### config.mk
export PLATFORM = sky130hd
export DESIGN_NAME = issue_control_flat
export DESIGN_NICKNAME = d
export VERILOG_FILES = /design/src/rtl/issue_control_if.sv /design/src/rtl/issue_control.sv /design/src/flat_wrapper.sv
export SDC_FILE = /design/constraint.sdc
export NUM_CORES = 1
export LEC_CHECK = 0
export CAP_MARGIN = 20
export CORE_ASPECT_RATIO = 0.7
export CORE_MARGIN = 2
export CORE_UTILIZATION = 25
export CTS_CLUSTER_DIAMETER = 60
export CTS_CLUSTER_SIZE = 10
export DETAILED_ROUTE_END_ITERATION = 8
export MAX_ROUTING_LAYER = met4
export SLEW_MARGIN = 20
export SYNTH_ARGS = -nofsm -noshare
export SYNTH_HDL_FRONTEND = slang
export SYNTH_SLANG_ARGS = --single-unit
export TNS_END_PERCENT = 50
### constraint.sdc
create_clock -name clk -period 2.4 [get_ports clk]
set_clock_uncertainty 0.05 [all_clocks]
set_input_delay 0.24 -clock clk [delete_from_list [all_inputs] [get_ports clk]]
set_output_delay 0.24 -clock clk [all_outputs]
set_load 0.01 [all_outputs]
### src/rtl/issue_control_if.sv
// issue_control_if: instruction handshake, scoreboard request/response and issue bus of the issue stage.
interface issue_control_if;
    logic        instr_valid;
    logic        instr_ready;
    logic [31:0] instr;
    logic [4:0]  sb_id_op1;
    logic [4:0]  sb_id_op2;
    logic [4:0]  sb_id_dest;
    logic [6:0]  sb_op_code;
    logic        sb_new_line;
    logic        sb_pend_op1;
    logic        sb_pend_op2;
    logic        sb_pend_dest;
    logic        issue_valid;
    logic [31:0] issue_instr;
    logic [1:0]  issue_unit;
    logic        illegal;

    modport master (
        input  instr_valid, instr, sb_pend_op1, sb_pend_op2, sb_pend_dest,
        output instr_ready, sb_id_op1, sb_id_op2, sb_id_dest, sb_op_code, sb_new_line,
               issue_valid, issue_instr, issue_unit, illegal
    );

    modport slave (
        output instr_valid, instr, sb_pend_op1, sb_pend_op2, sb_pend_dest,
        input  instr_ready, sb_id_op1, sb_id_op2, sb_id_dest, sb_op_code, sb_new_line,
               issue_valid, issue_instr, issue_unit, illegal
    );
endinterface

### src/rtl/issue_control.sv
// issue_control: accept, scoreboard check and hazard-stalled issue of one instruction at a time.
// Define ISSUE_PERF_CNT_EN to build the issued_count performance counter (tied to 0 otherwise).
module issue_control #(
    parameter int STALL_CNT_W = 16
) (
    input  logic                   clk,
    input  logic                   rst,
    issue_control_if.master        bus,
    output logic [STALL_CNT_W-1:0] stall_cycles,
    output logic [31:0]            issued_count
);
    localparam logic [6:0] OP_R    = 7'b0110011;
    localparam logic [6:0] OP_ADDI = 7'b0010011;
    localparam logic [6:0] OP_LW   = 7'b0000011;
    localparam logic [6:0] OP_BEQ  = 7'b1100011;
    localparam logic [6:0] OP_SW   = 7'b0100011;

    typedef enum logic [1:0] {IDLE, CHECK, EVAL} state_t;

    state_t      state;
    logic [31:0] held;
    logic [6:0]  op;
    logic        use1, use2, wrd, is_m, hazard, fire;

    assign op = held[6:0];

    always_comb begin
        use1   = op == OP_R || op == OP_ADDI || op == OP_LW || op == OP_BEQ || op == OP_SW;
        use2   = op == OP_R || op == OP_BEQ || op == OP_SW;
        wrd    = op == OP_R || op == OP_ADDI || op == OP_LW;
        is_m   = op == OP_LW || op == OP_SW;
        // rd pending is the WAW guard: an X write must not overtake an older 2-stage M write
        hazard = (use1 && held[19:15] != 5'd0 && bus.sb_pend_op1) ||
                 (use2 && held[24:20] != 5'd0 && bus.sb_pend_op2) ||
                 (wrd  && held[11:7]  != 5'd0 && bus.sb_pend_dest);
        fire   = state == EVAL && !hazard && !rst;
    end

    assign bus.sb_id_op1   = held[19:15];
    assign bus.sb_id_op2   = held[24:20];
    assign bus.sb_id_dest  = held[11:7];
    assign bus.sb_op_code  = op;
    assign bus.issue_instr = held;
    assign bus.issue_unit  = use1 ? (is_m ? 2'b10 : 2'b01) : 2'b00;
    assign bus.issue_valid = fire;
    assign bus.sb_new_line = fire && wrd && held[11:7] != 5'd0;
    assign bus.illegal     = fire && !use1;

    always_ff @(posedge clk) begin
        if (rst) begin
            state           <= IDLE;
            held            <= '0;
            bus.instr_ready <= 1'b1;
            stall_cycles    <= '0;
        end else begin
            case (state)
                IDLE: if (bus.instr_valid && bus.instr_ready) begin
                    held            <= bus.instr;
                    stall_cycles    <= '0;
                    bus.instr_ready <= 1'b0;
                    state           <= CHECK;
                end
                CHECK: state <= EVAL;
                EVAL: if (hazard) begin
                    stall_cycles <= stall_cycles != '1 ? stall_cycles + 1'b1 : stall_cycles;
                end else begin
                    bus.instr_ready <= 1'b1;
                    state           <= IDLE;
                end
                default: state <= IDLE;
            endcase
        end
    end

`ifdef ISSUE_PERF_CNT_EN
    always_ff @(posedge clk) begin
        if (rst) issued_count <= '0;
        else if (fire) issued_count <= issued_count + 32'd1;
    end
`else
    assign issued_count = '0;
`endif
endmodule

### src/flat_wrapper.sv
// flat-port wrapper written by rule: the top's interface ports become plain ports
module issue_control_flat 
#(
    parameter int STALL_CNT_W = 16
)
  (clk, rst, stall_cycles, issued_count, bus_instr_valid, bus_instr, bus_sb_pend_op1, bus_sb_pend_op2, bus_sb_pend_dest, bus_instr_ready, bus_sb_id_op1, bus_sb_id_op2, bus_sb_id_dest, bus_sb_op_code, bus_sb_new_line, bus_issue_valid, bus_issue_instr, bus_issue_unit, bus_illegal);
  issue_control_if bus_i ();
  input  logic clk;
  input  logic rst;
  output logic [STALL_CNT_W-1:0] stall_cycles;
  output logic [31:0] issued_count;
  input wire logic [$bits(bus_i.instr_valid)-1:0] bus_instr_valid;
  input wire logic [$bits(bus_i.instr)-1:0] bus_instr;
  input wire logic [$bits(bus_i.sb_pend_op1)-1:0] bus_sb_pend_op1;
  input wire logic [$bits(bus_i.sb_pend_op2)-1:0] bus_sb_pend_op2;
  input wire logic [$bits(bus_i.sb_pend_dest)-1:0] bus_sb_pend_dest;
  output wire logic [$bits(bus_i.instr_ready)-1:0] bus_instr_ready;
  output wire logic [$bits(bus_i.sb_id_op1)-1:0] bus_sb_id_op1;
  output wire logic [$bits(bus_i.sb_id_op2)-1:0] bus_sb_id_op2;
  output wire logic [$bits(bus_i.sb_id_dest)-1:0] bus_sb_id_dest;
  output wire logic [$bits(bus_i.sb_op_code)-1:0] bus_sb_op_code;
  output wire logic [$bits(bus_i.sb_new_line)-1:0] bus_sb_new_line;
  output wire logic [$bits(bus_i.issue_valid)-1:0] bus_issue_valid;
  output wire logic [$bits(bus_i.issue_instr)-1:0] bus_issue_instr;
  output wire logic [$bits(bus_i.issue_unit)-1:0] bus_issue_unit;
  output wire logic [$bits(bus_i.illegal)-1:0] bus_illegal;
  assign bus_i.instr_valid = bus_instr_valid;
  assign bus_i.instr = bus_instr;
  assign bus_i.sb_pend_op1 = bus_sb_pend_op1;
  assign bus_i.sb_pend_op2 = bus_sb_pend_op2;
  assign bus_i.sb_pend_dest = bus_sb_pend_dest;
  assign bus_instr_ready = bus_i.instr_ready;
  assign bus_sb_id_op1 = bus_i.sb_id_op1;
  assign bus_sb_id_op2 = bus_i.sb_id_op2;
  assign bus_sb_id_dest = bus_i.sb_id_dest;
  assign bus_sb_op_code = bus_i.sb_op_code;
  assign bus_sb_new_line = bus_i.sb_new_line;
  assign bus_issue_valid = bus_i.issue_valid;
  assign bus_issue_instr = bus_i.issue_instr;
  assign bus_issue_unit = bus_i.issue_unit;
  assign bus_illegal = bus_i.illegal;
  issue_control #(.STALL_CNT_W(STALL_CNT_W)) u_core (.clk(clk), .rst(rst), .bus(bus_i), .stall_cycles(stall_cycles), .issued_count(issued_count));
endmodule
# Yosys cells after proc, flatten, opt, wreduce, memory -nomap -nowiden
# Cells that the tools add are included.
dict set report op_classes {
  n_reduce_logical 33
  n_mux 12
  eq_ne 12
  addsub 1
}
# cell n
set ops {}
lappend ops {{2-to-1 mux 16 bit} 3}
lappend ops {{case mux 16 bit (2 select lines)} 1}
lappend ops {{adder 16 x 1 -> 16 bit (second input constant)} 1}
lappend ops {{!= test 16 bit (second input constant)} 1}
lappend ops {{nonzero test 5 bit} 3}
lappend ops {{equality test 7 x 6 -> 1 bit (second input constant)} 2}
lappend ops {{logical AND 1 bit} 12}
lappend ops {{logical OR 1 bit} 9}
lappend ops {{2-to-1 mux 2 bit} 4}
lappend ops {{equality test 7 x 2 -> 1 bit (second input constant)} 1}
lappend ops {{equality test 7 x 5 -> 1 bit (second input constant)} 1}
lappend ops {{equality test 7 bit (second input constant)} 1}
lappend ops {{case mux 2 bit (3 select lines)} 1}
lappend ops {{!= test 2 x 1 -> 1 bit (second input constant)} 2}
lappend ops {{!= test 2 bit (second input constant)} 2}
lappend ops {{AND reduction 2 bit} 2}
lappend ops {{AND reduction 4 bit} 1}
lappend ops {{zero test 1 bit} 3}
lappend ops {{AND reduction 3 bit} 1}
lappend ops {{equality test 2 x 1 -> 1 bit (second input constant)} 1}
lappend ops {{equality test 2 bit (second input constant)} 1}
lappend ops {{zero test 2 bit} 1}
lappend ops {{2-to-1 mux 1 bit} 2}
lappend ops {{case mux 1 bit (2 select lines)} 1}
lappend ops {{nonzero test 2 bit} 1}
dict set report word_totals {
  regBits 51
  out_inout_bits 108
  elab_cells 62
}

# Longest topological paths before layout
# Gate-level depths: netlist of run 1.
dict set report depth {
  word_depth 14
  depth_mapped 8
  depth_no_buf 6
}

# Worst setup path before layout of run 1
# OpenSTA, ideal clock, no wires.
dict set report synth_timing {
  path_type {reg-to-reg}
  start {register u_core.stall_cycles[0]}
  end {register u_core.stall_cycles[7]}
  path_slack_ns 0.454
  t_arrival_ns 1.826
  required_ns 2.280
  setup_time_ns 0.070
  path_buffers 2
  stages_incl_launch_ff 9
  synth_period_minus_slack_ns 1.946
  cell_sequence {dfxtp_1 ha_1 and3_1 buf_6 a41oi_4 buf_6 nand4_1 or3_1 a21oi_1}
}
dict set report synth_via {
  elab_chain_len 4
  elab_cells_between_ends 7
  classes_between {1 x add/sub; 2 x eq/ne; 3 x mux; 1 x reduce/logical}
}
# element line
set synth_lines {}
lappend synth_lines {{from (decl)} issue_control.sv:9} ;# output logic [STALL_CNT_W-1:0] stall_cycles,
lappend synth_lines {{from (signal assigned)} issue_control.sv:65} ;# stall_cycles <= stall_cycles != '1 ? stall_cycles + 1'b1 : stall_cycles;
lappend synth_lines {{adder 16 x 1 -> 16 bit} issue_control.sv:65}
lappend synth_lines {{2-to-1 mux 16 bit} issue_control.sv:65}
lappend synth_lines {{2-to-1 mux 16 bit} issue_control.sv:64} ;# EVAL: if (hazard) begin
lappend synth_lines {{case mux 16 bit (2 select lines)} issue_control.sv:56} ;# case (state)
# Parallel ways exist; a longest one is shown, timed or not. The select of a mux whose other input is x is not followed.
# A chain may end at the register's enable or synchronous reset.

# Worst setup path in the final report of run 1
dict set report layout_timing {
  start {register u_core.held[15] (netlist: u_core.bus.issue_instr[15])}
  end {output bus_issue_valid}
}
dict set report layout_via {
  elab_chain_len 8
}
# element line
set layout_lines {}
lappend layout_lines {{from (decl)} issue_control.sv:21} ;# logic [31:0] held;
lappend layout_lines {{from (signal assigned)} issue_control.sv:58} ;# held <= bus.instr;
lappend layout_lines {{nonzero test 5 bit} issue_control.sv:33} ;# hazard = (use1 && held[19:15] != 5'd0 && bus.sb_pend_op1) ||
lappend layout_lines {{logical AND 1 bit (2 in a row)} issue_control.sv:33}
lappend layout_lines {{logical OR 1 bit} issue_control.sv:33}
lappend layout_lines {{logical OR 1 bit} issue_control.sv:34} ;# (use2 && held[24:20] != 5'd0 && bus.sb_pend_op2) ||
lappend layout_lines {{zero test 1 bit} issue_control.sv:36} ;# fire = state == EVAL && !hazard && !rst;
lappend layout_lines {{logical AND 1 bit (2 in a row)} issue_control.sv:36}
lappend layout_lines {{to (decl)} flat_wrapper.sv:23} ;# output wire logic [$bits(bus_i.issue_valid)-1:0] bus_issue_valid;
# No other way between the ends.

==> impl_metrics.env, run 1 <==
export IMPL_status="complete, no violations"
export IMPL_start_util_pct=25.4
export IMPL_synth_mux_area_share_pct=0.384
export IMPL_synthAdderAreaFrac_pct=0.480
export IMPL_ios=146
export IMPL_power_switching_mw=0.572
export IMPL_power_frac_seq_pct=40.7
export IMPL_dpl_hpwl_um=5290
export IMPL_synth_edf_count=0
export IMPL_fp_dieW_um=126
export IMPL_cts_hold_fix_buffers=0
export IMPL_overflow=0
export IMPL_endpoint_kind="primary output"
export IMPL_postSynthCellCount=335
export IMPL_swShare_pct=24.9
export IMPL_grt_setup_unrepaired="false"
export IMPL_route_top_layer_used="met4"
export IMPL_cpLargestDelayFamily="buffers and inverters"
export IMPL_r2r_end="u_core.stall_cycles[14]"
export IMPL_min_period_ns=2.31
export IMPL_synth_distinct_cells=33
export IMPL_synth_compound_area_share_pct=16.0
export IMPL_fin_crit_sh_pct=96.4
export IMPL_io_buffers=113
export IMPL_avgViaCountPerCell=4.38
export IMPL_dieHeight_um=89.4
export IMPL_clk_pin_slew_ns=0.06
export IMPL_critPathBufInv=1
export IMPL_holdPathStages=2
export IMPL_ys_ff_latch=51
export IMPL_hold_viol=0
export IMPL_grt_pass1_vias=2131
export IMPL_grt_start_max_net_pins=39
export IMPL_r2r_cells=8
export IMPL_min_from="u_core.bus.issue_instr[13]"
export IMPL_crit_path_max_incr_delay_ns=0.56
export IMPL_die_area_sq_mm=0.0113
export IMPL_peakVddDrop_mv=0.312
export IMPL_cts_buffer_depth=2
export IMPL_critPathLaunchType="register"
export IMPL_initialDrtViolationCount=78
export IMPL_power_leakage_nw=1.40
export IMPL_ant_nets=0
export IMPL_clock_fmax_mhz=432
export IMPL_critPathArrivalTime_ns=2.02
export IMPL_multi_input_area_sq_mm=0.00123
export IMPL_crit_slowest_cell="clkdlybuf4s50_1"
export IMPL_wl_per_cell_um=12.8
export IMPL_finalSetupViolations=0
export IMPL_syn_area_per_cell_sq_um=7.78
export IMPL_drcViolationCount=0
export IMPL_htree_levels=2
export IMPL_core_area_sq_mm=0.0102
export IMPL_tns_ns=0
export IMPL_ys_flop_type="dfxtp_1"
export IMPL_antennaDiodeCount=0
export IMPL_core_rowCount=31
export IMPL_cp_max_fo=4
export IMPL_firstDrtPassIters=4
export IMPL_drive_gt1_share_pct=6.32
export IMPL_synth_simple_area_share_pct=24.9
export IMPL_critPathRequiredTime_ns=2.11
export IMPL_tightest_slew_ns=0.579
export IMPL_total_power_mw=2.29
export IMPL_async_reset_ff_share_pct=0
export IMPL_synth_top_family_by_area="simple AND/OR/NAND/NOR gates"
export IMPL_area_growth_syn_to_layout_pct=47.2
export IMPL_crit_chain="nor3_1 -> nand2_1 -> a32oi_2 -> o22ai_2 -> nor3_1 -> clkdlybuf4s50_1"
export IMPL_synth_xor_area_share_pct=0
export IMPL_hp_class="register to register"
export IMPL_nets=465
export IMPL_vias=2451
export IMPL_root_buffer="clkbuf_16"
export IMPL_seq_area_frac_synth_pct=39.2
export IMPL_seq_area_sq_mm=0.00102
export IMPL_cts_sinks=51
export IMPL_whs_endpoint="u_core.bus.issue_instr[13]"
export IMPL_r2r_start="u_core.bus.issue_instr[5]"
export IMPL_crit_top_cell="nor3_1"
export IMPL_antenna_found_initial=0
export IMPL_numCtsBuffers=5
export IMPL_p_int_mw=1.72
export IMPL_syn_area_sq_mm=0.00260
export IMPL_slew_violations=0
export IMPL_cap_violations=0
export IMPL_insertion_delay_ns=0.28
export IMPL_grt_pass1_wl_um=10700
export IMPL_drt_wl_total_um=7170
export IMPL_slew_headroom_pct=61.4
export IMPL_r2r_setup_slack_ns=0.29
export IMPL_wl_met1_um=3460
export IMPL_fin_hold_ws_ns=0.403
export IMPL_wl_met3_um=389
export IMPL_crit_type="register to primary output"
export IMPL_ys_warn_count=0
export IMPL_gr_usage_all_layers_pct=12.0
export IMPL_cts_tree="built"
export IMPL_gp_congestion=0.833
export IMPL_wl_met2_um=3310
export IMPL_fill_cells=1077
export IMPL_power_density_mw_per_mm2=598
export IMPL_combPwrFrac_pct=19.8
export IMPL_clkPwrFrac_pct=39.5
-- cells in the mapped netlist, types with 2 or more instances --
cell / n / area, sq um
buf_4: 54 / 405
nor2b_1: 2 / 12.5
nand2_1: 75 / 282
nand2b_1: 3 / 18.8
inv_1: 2 / 7.51
nor4_1: 2 / 12.5
and4_1: 3 / 26.3
nand3_1: 4 / 20.0
dfxtp_1: 51 / 1020
buf_6: 2 / 22.5
o21ai_0: 16 / 80.1
clkbuf_1: 15 / 56.3
or3_1: 14 / 87.6
o21a_1: 2 / 15.0
and3_1: 4 / 25.0
nand4_1: 9 / 56.3
nor2_1: 6 / 22.5
a21oi_1: 51 / 255
nor3_1: 6 / 30.0
-- area by class of cell --
type,instances,area share (%)
tap,132,4.31
timing repair buffer,124,31.9
clock inverter,2,1.57
multi-input combinational,242,32.0
clock buffer,6,3.36
sequential,51,26.7
inverter,2,0.196
-- logic make-up after synthesis --
family,after synthesis
AOI/OAI and AO/OA,75
other,1
adders and majority gates,1
DFF,51
buffers and inverters,73
muxes,1
and+or+nand+nor,133
-- state kept, by name, summed over array words and instances, names as in the netlist --
register and cells:
u_core.bus.instr_ready 1, u_core.bus.issue_instr 32, u_core.stall_cycles 16, u_core.state 2
-- through the flow --
step	instances	setup slack (ns)	area, sq um	util [%]
CTS	558	0.00121	3810	37.2
detailed placement	550	0.116	3630	35.4
global route	559	0.0141	3830	37.5
finish	559	0.0861	3830	37.5
floorplan	366	0.454	2720	-
global placement	550	0.166	3630	35.4
-- timing repair --
item                                    in CTS  in global routing
cloned                                       0                  0
buffers inserted                             0                  1
pin swaps                                    0                  1
endpoints found under the setup margin       2                  1
resized for setup                            2                  3
-- power groups by stage --
stage | Combinational (mW) | Sequential (mW) | Clock, mW
floorplan | 0.258 | 0.965 | 0
global placement | 0.451 | 0.951 | 0
detailed placement | 0.454 | 0.953 | 0
CTS | 0.456 | 0.934 | 0.932
global route | 0.498 | 0.940 | 0.972
finish | 0.454 | 0.933 | 0.907
-- cell usage in the layout (no fill, tap or decap), types with 2 or more instances in the layout --
cell,count
nor3_1,5
bufinv_16,2
nor2b_1,2
o21ai_0,16
nor2_1,6
and4_1,3
nand4_1,9
nand2b_1,3
nor4_1,2
nand2_1,75
clkdlybuf4s50_1,111
clkbuf_16,5
buf_4,10
conb_1,32
o21a_1,2
a21oi_1,51
and3_1,4
inv_1,2
or3_1,14
dfxtp_1,50
nand3_1,4
dlygate4sd2_1,2
-- tightest hold or removal path, stage by stage (launching register included) --
cell     delay, ns
dfxtp_1       0.31
nand2_1       0.05
a21oi_1       0.05
-- layer usage --
metal  track usage, %  vias up
met5                -        -
met2             18.7       81
met3             2.87        2
met4             1.80        0
met1             16.2     1133
li1                 -     1235
-- how the worst max path moves through the flow --
stage                                           from                      end  cells past startpoint
after floorplan               u_core.stall_cycles[0]   u_core.stall_cycles[7]                      8
after global placement               bus_instr_valid   u_core.stall_cycles[7]                      8
after detailed placement             bus_instr_valid  u_core.stall_cycles[13]                      8
after CTS                  u_core.bus.issue_instr[3]          bus_issue_valid                      6
after global routing       u_core.bus.issue_instr[5]          bus_issue_valid                      6
final                     u_core.bus.issue_instr[15]          bus_issue_valid                      6
No activity file was read; power rests on OpenSTA's default activity.
==> run 2: changes to the inputs <==
--- a/config.mk
+++ b/config.mk
@@ -6,6 +6,8 @@
 export NUM_CORES = 1
 export LEC_CHECK = 0
 export CAP_MARGIN = 20
+export CELL_PAD_IN_SITES_DETAIL_PLACEMENT = 1
+export CELL_PAD_IN_SITES_GLOBAL_PLACEMENT = 1
 export CORE_ASPECT_RATIO = 0.7
 export CORE_MARGIN = 2
 export CORE_UTILIZATION = 25
@@ -13,6 +15,7 @@
 export CTS_CLUSTER_SIZE = 10
 export DETAILED_ROUTE_END_ITERATION = 8
 export MAX_ROUTING_LAYER = met4
+export PLACE_DENSITY_LB_ADDON = 0.1
 export SLEW_MARGIN = 20
 export SYNTH_ARGS = -nofsm -noshare
 export SYNTH_HDL_FRONTEND = slang
==> constraint.sdc (replaced) <==
create_clock -name clk -period 2.63 [get_ports clk]
set_clock_uncertainty 0.05 [all_clocks]
set_input_delay 0.263 -clock clk [delete_from_list [all_inputs] [get_ports clk]]
set_output_delay 0.263 -clock clk [all_outputs]
set_load 0.01 [all_outputs]
==> run 2 against run 1 <==
Worst hold slack got worse by 0.14 ns. Utilization shrank 0.68 points. Critical endpoint unchanged. Highest routed layer unchanged. Sequential cell count unchanged. Largest power group unchanged.
==> impl_metrics.env, run 2 (synthesis results as in run 1) <==
export IMPL_start_util_pct=25.4
export IMPL_cp_max_fo=4
export IMPL_antenna_found_initial=0
export IMPL_slew_violations=0
export IMPL_clock_fmax_mhz=399
export IMPL_nets=461
export IMPL_clk_pin_slew_ns=0.07
export IMPL_dpl_hpwl_um=6020
export IMPL_largest_reg_flops=32
export IMPL_crit_chain="nor3_1 -> nand2_1 -> a32oi_2 -> o22ai_2 -> nor3_1 -> clkdlybuf4s50_1"
export IMPL_gp_congestion=0.727
export IMPL_cts_buffer_depth=2
export IMPL_post_cts_setup_buffer_count=0
export IMPL_post_route_util_pct=36.8
export IMPL_critPathBufInv=1
export IMPL_die_area_sq_mm=0.0113
export IMPL_fin_hold_ws_ns=0.264
export IMPL_seq_area_sq_mm=0.00102
export IMPL_tightest_slew_ns=0.817
export IMPL_hp_class="input port to register"
export IMPL_initialDrtViolationCount=113
export IMPL_overflow=0
export IMPL_dieHeight_um=89.4
export IMPL_firstDrtPassIters=4
export IMPL_final_common_cell="clkdlybuf4s50_1"
export IMPL_worst_slack_ns=0.122
export IMPL_cap_violations=0
export IMPL_crit_top_cell="nor3_1"
export IMPL_tns_ns=0
export IMPL_io_buffers=113
export IMPL_slew_headroom_pct=45.5
export IMPL_endpoint_kind="primary output"
export IMPL_antennaDiodeCount=0
export IMPL_core_rowCount=31
export IMPL_crit_path_max_incr_delay_ns=0.60
export IMPL_total_power_mw=1.99
export IMPL_min_period_ns=2.51
export IMPL_status="complete, no violations"
export IMPL_wl_per_cell_um=14.5
export IMPL_area_growth_syn_to_layout_pct=44.5
export IMPL_cts_sinks=51
export IMPL_vias=2500
export IMPL_cts_hold_fix_buffers=0
export IMPL_peakVddDrop_mv=0.229
export IMPL_core_area_sq_mm=0.0102
export IMPL_drive_gt1_share_pct=5.45
export IMPL_root_buffer="clkbuf_16"
export IMPL_finalSetupViolations=0
export IMPL_grt_setup_unrepaired="false"
export IMPL_insertion_delay_ns=0.29
export IMPL_critPathLaunchType="register"
export IMPL_drcViolationCount=0
export IMPL_multi_input_area_sq_mm=0.00123
export IMPL_critPathArrivalTime_ns=2.20
export IMPL_critPathRequiredTime_ns=2.32
export IMPL_ios=146
export IMPL_hold_viol=0
export IMPL_avgViaCountPerCell=4.51
export IMPL_cts_tree="built"
export IMPL_grt_pass1_wl_um=12600
export IMPL_drt_wl_total_um=8050
export IMPL_fp_dieW_um=126
export IMPL_fill_cells=1232
export IMPL_power_density_mw_per_mm2=529
export IMPL_grt_pass1_vias=2434
export IMPL_grt_start_max_net_pins=35
export IMPL_fin_crit_sh_pct=95.4
export IMPL_final_cell_mix="clkdlybuf4s50_1, nand2_1, a21oi_1, dfxtp_1, conb_1"
export IMPL_power_leakage_nw=1.39
export IMPL_numCtsBuffers=5
export IMPL_crit_slowest_cell="clkdlybuf4s50_1"
export IMPL_crit_type="register to primary output"
export IMPL_ant_nets=0
export IMPL_gr_usage_all_layers_pct=14.6
export IMPL_cpLargestDelayFamily="buffers and inverters"
export IMPL_pre_cts_ws_ns=0.191
export IMPL_htree_levels=2
==> run 2: cell types whose count changed in the layout (fill, tap and decap cells not counted), sizes merged <==
cell           previous run  this run
buf                      11         8
bufinv                    2         1
clkdlybuf4s50           111       110
dlygate4sd2               2         0
dlymetal6s2s              0         2
==> run 2: area by class of cell <==
type | count | area share (%)
inverters | 2 | 0.199
multi-input cells | 242 | 32.6
clock inverters | 1 | 0.798
flip-flops and latches | 51 | 27.2
well taps | 132 | 4.39
repair buffers | 120 | 31.4
clock buffers | 6 | 3.42
==> run 2: repair_timing <==
action / CTS / global route
resized for setup: 2 / 3
setup endpoints to repair: 1 / 2
cloned: 0 / 0
==> run 2: routing by layer <==
metal / GRT usage, % / part of all wire (%) / routed length, um
met5: - / 0 / 0
met1: 18.6 / 46 / 3720
met4: 3.40 / 0.89 / 72
met3: 4.13 / 6.8 / 549
met2: 23.2 / 46 / 3710
==> run 2: final timing paths <==
path / slack (ns) / from / end / cells after the start
setup / recovery: 0.12 / u_core.bus.issue_instr[15] / bus_issue_valid / 6
setup reg to reg: 0.40 / u_core.bus.issue_instr[1] / u_core.stall_cycles[3] / 6
hold reg to reg: 0.41 / u_core.bus.issue_instr[26] / u_core.bus.issue_instr[26] / 2
hold / removal: 0.26 / rst / u_core.bus.issue_instr[21] / 2
==> run 2: worst reg2reg max path, cell delays in order, from the launching register on <==
cell and delay, ns:
dfxtp_1 0.44, nand4bb_4 0.19, nor2_1 0.16, a41oi_1 0.17
o21a_1 0.42, or3_2 0.58, a21oi_1 0.15
==> run 2: per-stage QoR <==
| stage | area [sq um] | cells |
|---|---|---|
| 2_1_floorplan | 2720 | 366 |
| 6_report | 3760 | 554 |
| 3_5_place_dp | 3590 | 547 |
| 5_1_grt | 3760 | 554 |
| 4_1_cts | 3760 | 554 |
| 3_3_place_gp | 3590 | 547 |
==> run 2: power by group <==
group / internal [mW] / total (mW) / switching [mW]
combinational: 0.205 / 0.410 / 0.205
sequential: 0.813 / 0.853 / 0.0405
clock: 0.445 / 0.726 / 0.282
total: 1.46 / 1.99 / 0.528
